<file path="src/rtl/lcd_reader.sv">
// ---------------------------------------------------------------------------
// lcd_reader
//
// Nios II custom-instruction block that performs HD44780 read cycles (RW=1)
// on the character LCD. It is the read side of the LCD command path: it
// returns busy-flag/address-counter reads, DDRAM/CGRAM data reads, and can
// poll the busy flag until the panel is ready. The LCD pins belong to this
// block only while lcd_rd_active is high; the top level muxes on it.
//
// Operations (dataa[1:0]):
//   00 : single read, RS=0 (BF + AC)
//   01 : single read, RS=1 (data RAM byte)
//   10 : poll RS=0 reads until BF=0
//   11 : reserved, completes next cycle with result=0
//
// Result: [7:0] byte, [8] BF (0 for op 01), [23:16] read count,
//         [31] poll timeout flag, all other bits 0.
//
// Compile-time option:
//   LCD_READ_TIMEOUT_EN - when defined, op 10 gives up after POLL_MAX reads
//                         and sets result[31]. Otherwise it polls forever.
//
// Ports:
//   clk, reset        : system clock, asynchronous active-high reset
//   clk_en            : Nios clock enable; low freezes FSM, counters, pins
//   start             : one-cycle instruction strobe (sampled only in IDLE)
//   dataa, datab      : operands; only dataa[1:0] is used
//   done, result      : completion pulse and read result
//   lcd_data_in       : D7..D0 from the pads
//   lcd_rs/rw/en      : LCD control pins
//   lcd_backlight     : constant 1
//   lcd_rd_active     : pin-ownership request to the top-level mux
//   o_dbg_state       : current FSM state encoding
//
// Handshake: start is a single-cycle strobe qualified by clk_en and accepted
// only in IDLE (no queueing); done is high for exactly one enabled cycle and
// result is valid in that cycle and holds until the next completion.
// ---------------------------------------------------------------------------
module lcd_reader #(
  parameter int unsigned SETUP_CYC   = 2,
  parameter int unsigned EN_HIGH_CYC = 12,
  parameter int unsigned HOLD_CYC    = 2,
  parameter int unsigned GAP_CYC     = 9,
  parameter int unsigned POLL_MAX    = 255
) (
  input  logic        clk,
  input  logic        reset,
  input  logic        clk_en,
  input  logic        start,
  input  logic [31:0] dataa,
  input  logic [31:0] datab,
  output logic        done,
  output logic [31:0] result,
  input  logic [7:0]  lcd_data_in,
  output logic        lcd_rs,
  output logic        lcd_rw,
  output logic        lcd_en,
  output logic        lcd_backlight,
  output logic        lcd_rd_active,
  output logic [2:0]  o_dbg_state
);

  typedef enum logic [2:0] {
    S_IDLE    = 3'd0,
    S_SETUP   = 3'd1,
    S_EN_HIGH = 3'd2,
    S_HOLD    = 3'd3,
    S_GAP     = 3'd4,
    S_DONE    = 3'd5
  } state_t;

  localparam logic [7:0] LP_SETUP_LAST = 8'(SETUP_CYC - 1);
  localparam logic [7:0] LP_EN_LAST    = 8'(EN_HIGH_CYC - 1);
  localparam logic [7:0] LP_HOLD_LAST  = 8'(HOLD_CYC - 1);
  localparam logic [7:0] LP_GAP_LAST   = 8'(GAP_CYC - 1);
  localparam logic [7:0] LP_POLL_MAX   = 8'(POLL_MAX);

  state_t      r_state;
  state_t      w_next;
  logic [7:0]  r_phase;
  logic [1:0]  r_op;
  logic [7:0]  r_data;
  logic [7:0]  r_reads;
  logic [31:0] r_result;

  logic        w_phase_last;
  logic        w_poll_limit;
  logic        w_timeout;
  logic        w_poll_again;
  logic        w_timeout_hit;
  logic        w_bf;
  logic [31:0] w_result_fmt;
  logic        w_unused;

  // Poll limit reached once the read count has hit POLL_MAX.
  assign w_poll_limit = (r_reads >= LP_POLL_MAX);

`ifdef LCD_READ_TIMEOUT_EN
  assign w_timeout = w_poll_limit;
  assign w_unused  = ^{dataa[31:2], datab};
`else
  assign w_timeout = 1'b0;
  assign w_unused  = ^{dataa[31:2], datab, w_poll_limit};
`endif

  // After HOLD, a poll keeps going while the captured busy flag is set.
  assign w_poll_again  = (r_op == 2'b10) && r_data[7] && !w_timeout;
  assign w_timeout_hit = (r_op == 2'b10) && r_data[7] && w_timeout;
  assign w_bf          = (r_op != 2'b01) && r_data[7];
  assign w_result_fmt  = {w_timeout_hit, 7'd0, r_reads, 7'd0, w_bf, r_data};

  // Last cycle of the timed states.
  always_comb begin
    w_phase_last = 1'b0;
    case (r_state)
      S_SETUP:   w_phase_last = (r_phase == LP_SETUP_LAST);
      S_EN_HIGH: w_phase_last = (r_phase == LP_EN_LAST);
      S_HOLD:    w_phase_last = (r_phase == LP_HOLD_LAST);
      S_GAP:     w_phase_last = (r_phase == LP_GAP_LAST);
      default:   w_phase_last = 1'b0;
    endcase
  end

  // Next-state logic; nothing advances while clk_en is low.
  always_comb begin
    w_next = r_state;
    if (clk_en) begin
      case (r_state)
        S_IDLE: begin
          if (start) begin
            w_next = (dataa[1:0] == 2'b11) ? S_DONE : S_SETUP;
          end
        end
        S_SETUP:   if (w_phase_last) w_next = S_EN_HIGH;
        S_EN_HIGH: if (w_phase_last) w_next = S_HOLD;
        S_HOLD: begin
          if (w_phase_last) begin
            w_next = w_poll_again ? S_GAP : S_DONE;
          end
        end
        S_GAP:     if (w_phase_last) w_next = S_SETUP;
        S_DONE:    w_next = S_IDLE;
        default:   w_next = S_IDLE;
      endcase
    end
  end

  always_ff @(posedge clk or posedge reset) begin
    if (reset) begin
      r_state <= S_IDLE;
    end else begin
      r_state <= w_next;
    end
  end

  // Phase counter restarts on every state change.
  always_ff @(posedge clk or posedge reset) begin
    if (reset) begin
      r_phase <= 8'd0;
    end else if (clk_en) begin
      if (w_next != r_state) begin
        r_phase <= 8'd0;
      end else begin
        r_phase <= r_phase + 8'd1;
      end
    end
  end

  always_ff @(posedge clk or posedge reset) begin
    if (reset) begin
      r_op     <= 2'b00;
      r_data   <= 8'd0;
      r_reads  <= 8'd0;
      r_result <= 32'd0;
    end else if (clk_en) begin
      if (r_state == S_IDLE && start) begin
        r_op    <= dataa[1:0];
        r_reads <= 8'd0;
      end
      // Sample on the last EN-high cycle, when the panel data is settled.
      if (r_state == S_EN_HIGH && w_phase_last) begin
        r_data <= lcd_data_in;
        if (r_reads != 8'hFF) begin
          r_reads <= r_reads + 8'd1;
        end
      end
      // Result is loaded on entry to DONE so it is valid with done.
      // Only the reserved op reaches DONE straight from IDLE.
      if (w_next == S_DONE && r_state != S_DONE) begin
        r_result <= (r_state == S_IDLE) ? 32'd0 : w_result_fmt;
      end
    end
  end

  assign done          = (r_state == S_DONE);
  assign result        = r_result;
  assign lcd_rd_active = (r_state == S_SETUP) || (r_state == S_EN_HIGH) ||
                         (r_state == S_HOLD)  || (r_state == S_GAP);
  assign lcd_rw        = lcd_rd_active;
  assign lcd_rs        = lcd_rd_active && (r_op == 2'b01);
  assign lcd_en        = (r_state == S_EN_HIGH);
  assign lcd_backlight = 1'b1;
  assign o_dbg_state   = r_state;

endmodule
</file>
<file path="config.mk">
export PLATFORM = sky130hd
export DESIGN_NAME = lcd_reader
export DESIGN_NICKNAME = d
export VERILOG_FILES = /design/src/rtl/lcd_reader.sv
export SDC_FILE = /design/constraint.sdc
export NUM_CORES = 1
export LEC_CHECK = 0
export ABC_CLOCK_PERIOD_IN_PS = 2070
export BUFFER_PORTS_ARGS = -buffer_cell sky130_fd_sc_hd__buf_2
export CORE_MARGIN = 2
export CORE_UTILIZATION = 42
export DETAILED_ROUTE_END_ITERATION = 10
export GPL_TIMING_DRIVEN = 0
export HOLD_SLACK_MARGIN = 0.12
export PLACE_DENSITY = 0.76
export SYNTH_ARGS = -nofsm -noshare
export SYNTH_HDL_FRONTEND = slang
export SYNTH_SLANG_ARGS = --single-unit
</file>
<file path="constraint.sdc">
create_clock -name clk -period 2.07 [get_ports clk]
set_clock_uncertainty 0.15 [all_clocks]
set_input_delay 0.3105 -clock clk [delete_from_list [all_inputs] [get_ports clk]]
set_output_delay 0.3105 -clock clk [all_outputs]
set_load 0.05 [all_outputs]
</file>
==> reports/qor.txt <==
area of the core: 5890 µm²
hold_sp: lcd_data_in[7]
CTS Sinks: 46
count of cell types in the netlist: 50
Synth Instances: 254
CP Buf/Inv Count: 2
total power: 5.18 mW
post-route ant nets: 0
Syn. warnings: 0
Initial DRC Count: 166
reg2reg end: result[7]
Layout Area Growth over Synthesis: 42.4%
CP Class: reg -> reg
Worst Slack Setup Final: -334 ps
clk_lat worst skew: 300 ps
hold crit path type: in -> reg
Post-Synth Adder-Cell Area: 0.00986
hpwl dp: 3.98 mm
grt peak-use layer: met2
share of the synthesized area in the top cell type: 0.453
VDD IR max: 0.857 mV
crit path capture type: flip-flop
Worst-Margin Slew: 562 ps
outcome: finished with violations
max_cap viols: 0
Synth top cells by count: 46 x dfrtp_1, 30 x o21ai_0, 25 x nand2_1
Overall Global Routing Usage: 0.203
clock-pin slew on the worst setup and hold paths: 80 ps
CP max-delay cell: a2111oi_4
antenna cells: 0
synth top area cells: dfrtp_1 45%, o21ai_0 5.9%, buf_4 5.3%
number of synthesized flops with an enable pin: 0
drt pass-1 iters: 4
Die Y: 81.7 µm
GR Util met3: 0.0418
area occupied by multi-input gates: 1370 µm²
post-synthesis compound-gate area fraction: 0.181
Final period util: 1.16
wire length per cell: 16.3 µm
fmax: 416 MHz
first-pass GRT wire length: 10.3 mm
slowest cell delay on critical path: 470 ps
port bufs: 38
Hold Crit Endpoint: r_data[7]
Worst Reg-to-Reg Cells: 8
# setup viols final: 45
Mapped Area: 2540 µm²
post-synthesis mux area share: 0.0542
post-synthesis register bit count: 46
Post-Synth Simple-Gate Area: 0.170
die span in x: 81.7 µm
Worst R2R Start: o_dbg_state[0]
DRC Markers: 0
leakage: 1.71 nW
hold slack: 134 ps
largest family of logic cells by synthesized area: compound AO/OA/AOI/OAI gates
initial antenna violation count: 0
Placed Area: 2960 µm²
most common cell in the netlist: dfrtp_1
failing checks: negative setup slack
Via Count: 2,276
Async SR Flop Fraction: 1.00
Critical Path RT: 2110 ps
share of cells above drive strength 1: 0.467
Design Area, Final: 3620 µm²
critical path arrival: 2440 ps
register area: 1160 µm²
area leader, netlist: dfrtp_1
PwrDens: 1430 nW/µm²
syn_area_per_cell: 9.99 µm²
CTS tree: built
Root Driver: clkbuf_8
worst hold path cell count: 2
critical path startpoint category: flip-flop
grt ovf: 0
Slew Viols, Final: 0
filler cell count in the final layout: 459
Clock Path Buffers: 2
Rel. slew slack: 0.625
Reg2Reg Setup Slack: -330 ps
GR Util met2: 0.342
sequential fraction of the synthesis area: 0.453
die area: 6680 µm²
Main synth FF type: dfrtp_1
Vias/cell: 5.32
Nets: 430
# IOs: 117
pin count of the biggest net entering global routing: 30
GR Util met1: 0.260
Starting Density: 0.431
CTS H-tree depth: 2
CP cell instances: nor3b_2, o211ai_1, buf_4, nor3_4, a2111oi_4, or2_1, buf_6, mux2_4
clock buffer count from CTS: 5
Hold Vio Cnt, Final: 0
vias in the first global route: 2,142
critical path's top delay family: compound AO/OA/AOI/OAI gates
crit path max fanout: 7
xor/xnor share of the synthesized area: 0.0276
RSZ-0062 raised after global routing: true
routability cong.: 0.872
final WL: 6.99 mm
# rows: 28
min Tclk post-route: 2400 ps
[cell type report]
type / instances / area share
multi-input cells: 181 / 0.380
flip-flops and latches: 46 / 0.320
repair buffers: 79 / 0.167
clock buffers: 6 / 0.0201
well taps: 75 / 0.0260
inverters: 10 / 0.0104
plain buffers: 29 / 0.0737
clock inverters: 2 / 0.00381
[cell families (layout without fill, tap and decap cells)]
group	Yosys count	after routing
and+or+nand+nor	79	79
AOI/OAI and AO/OA	64	64
DFF	46	46
buffers and inverters	41	126
muxes	12	12
xor gates and xnor gates	8	8
adders and majority gates	2	2
other	2	16
[worst max-delay path by stage]
stage                        start        end  slack (ps)  depth (start not counted)
floorplan           o_dbg_state[2]  result[7]        -350                          8
global placement    o_dbg_state[0]  result[7]        -460                          8
detailed placement  o_dbg_state[0]  result[7]        -490                          8
CTS                 o_dbg_state[2]  result[7]        -240                          9
global route            r_phase[3]  result[7]        -360                          8
finish              o_dbg_state[0]  result[7]        -330                          8
[registers in the layout, indices dropped and copies added (netlist names)]
register,count
result,17
r_data,8
o_dbg_state,3
r_phase,8
r_op,2
r_reads,8
[metrics by stage]
step            util  std cells  setup slack (ps)  setup TNS (ps)
2_1_floorplan      -        268              -354           -8580
3_3_place_gp   0.500        381              -457          -11430
3_5_place_dp   0.503        382              -487          -10160
4_1_cts        0.593        420              -236           -3590
5_1_grt        0.614        428              -362           -9690
6_report       0.614        428              -334           -6600
[metal layers]
metal	vias up	part of all wire
li1	1044	-
met1	1140	0.40
met2	79	0.54
met3	13	0.048
met4	0	0.018
met5	-	0
[cell usage in the layout, fill, tap and decap left out, types with 3 or more instances in the layout]
cell	instances
a22o_1	5
and3_1	3
buf_12	3
buf_2	36
buf_4	41
buf_6	10
clkbuf_1	4
clkbuf_8	5
conb_1	16
dfrtp_1	42
dfrtp_2	4
dlygate4sd3_1	9
inv_1	9
mux2_2	10
nand2_1	25
nand3_1	8
nand4_1	4
nor2_1	13
nor3_4	3
nor3b_4	3
o21ai_0	11
o21ai_1	10
o21ai_2	17
o21ai_4	3
xnor2_1	3
xor2_1	4
[power by group]
part           internal, mW  leakage, nW  switching, mW
Combinational          1.34         1.06           1.85
Clock                 0.239       0.0452          0.313
Sequential             1.18        0.607          0.253
Total                  2.76         1.71           2.42
[timing repair]
item,4_1_cts,5_1_grt
endpoints found under the setup margin,45,48
pin swaps,23,18
gates cloned,2,0
hold endpoints to repair,25,0
buffers inserted,20,11
gates resized for setup,52,24
hold buffers,9,0
(Power assumes the default switching activity.)
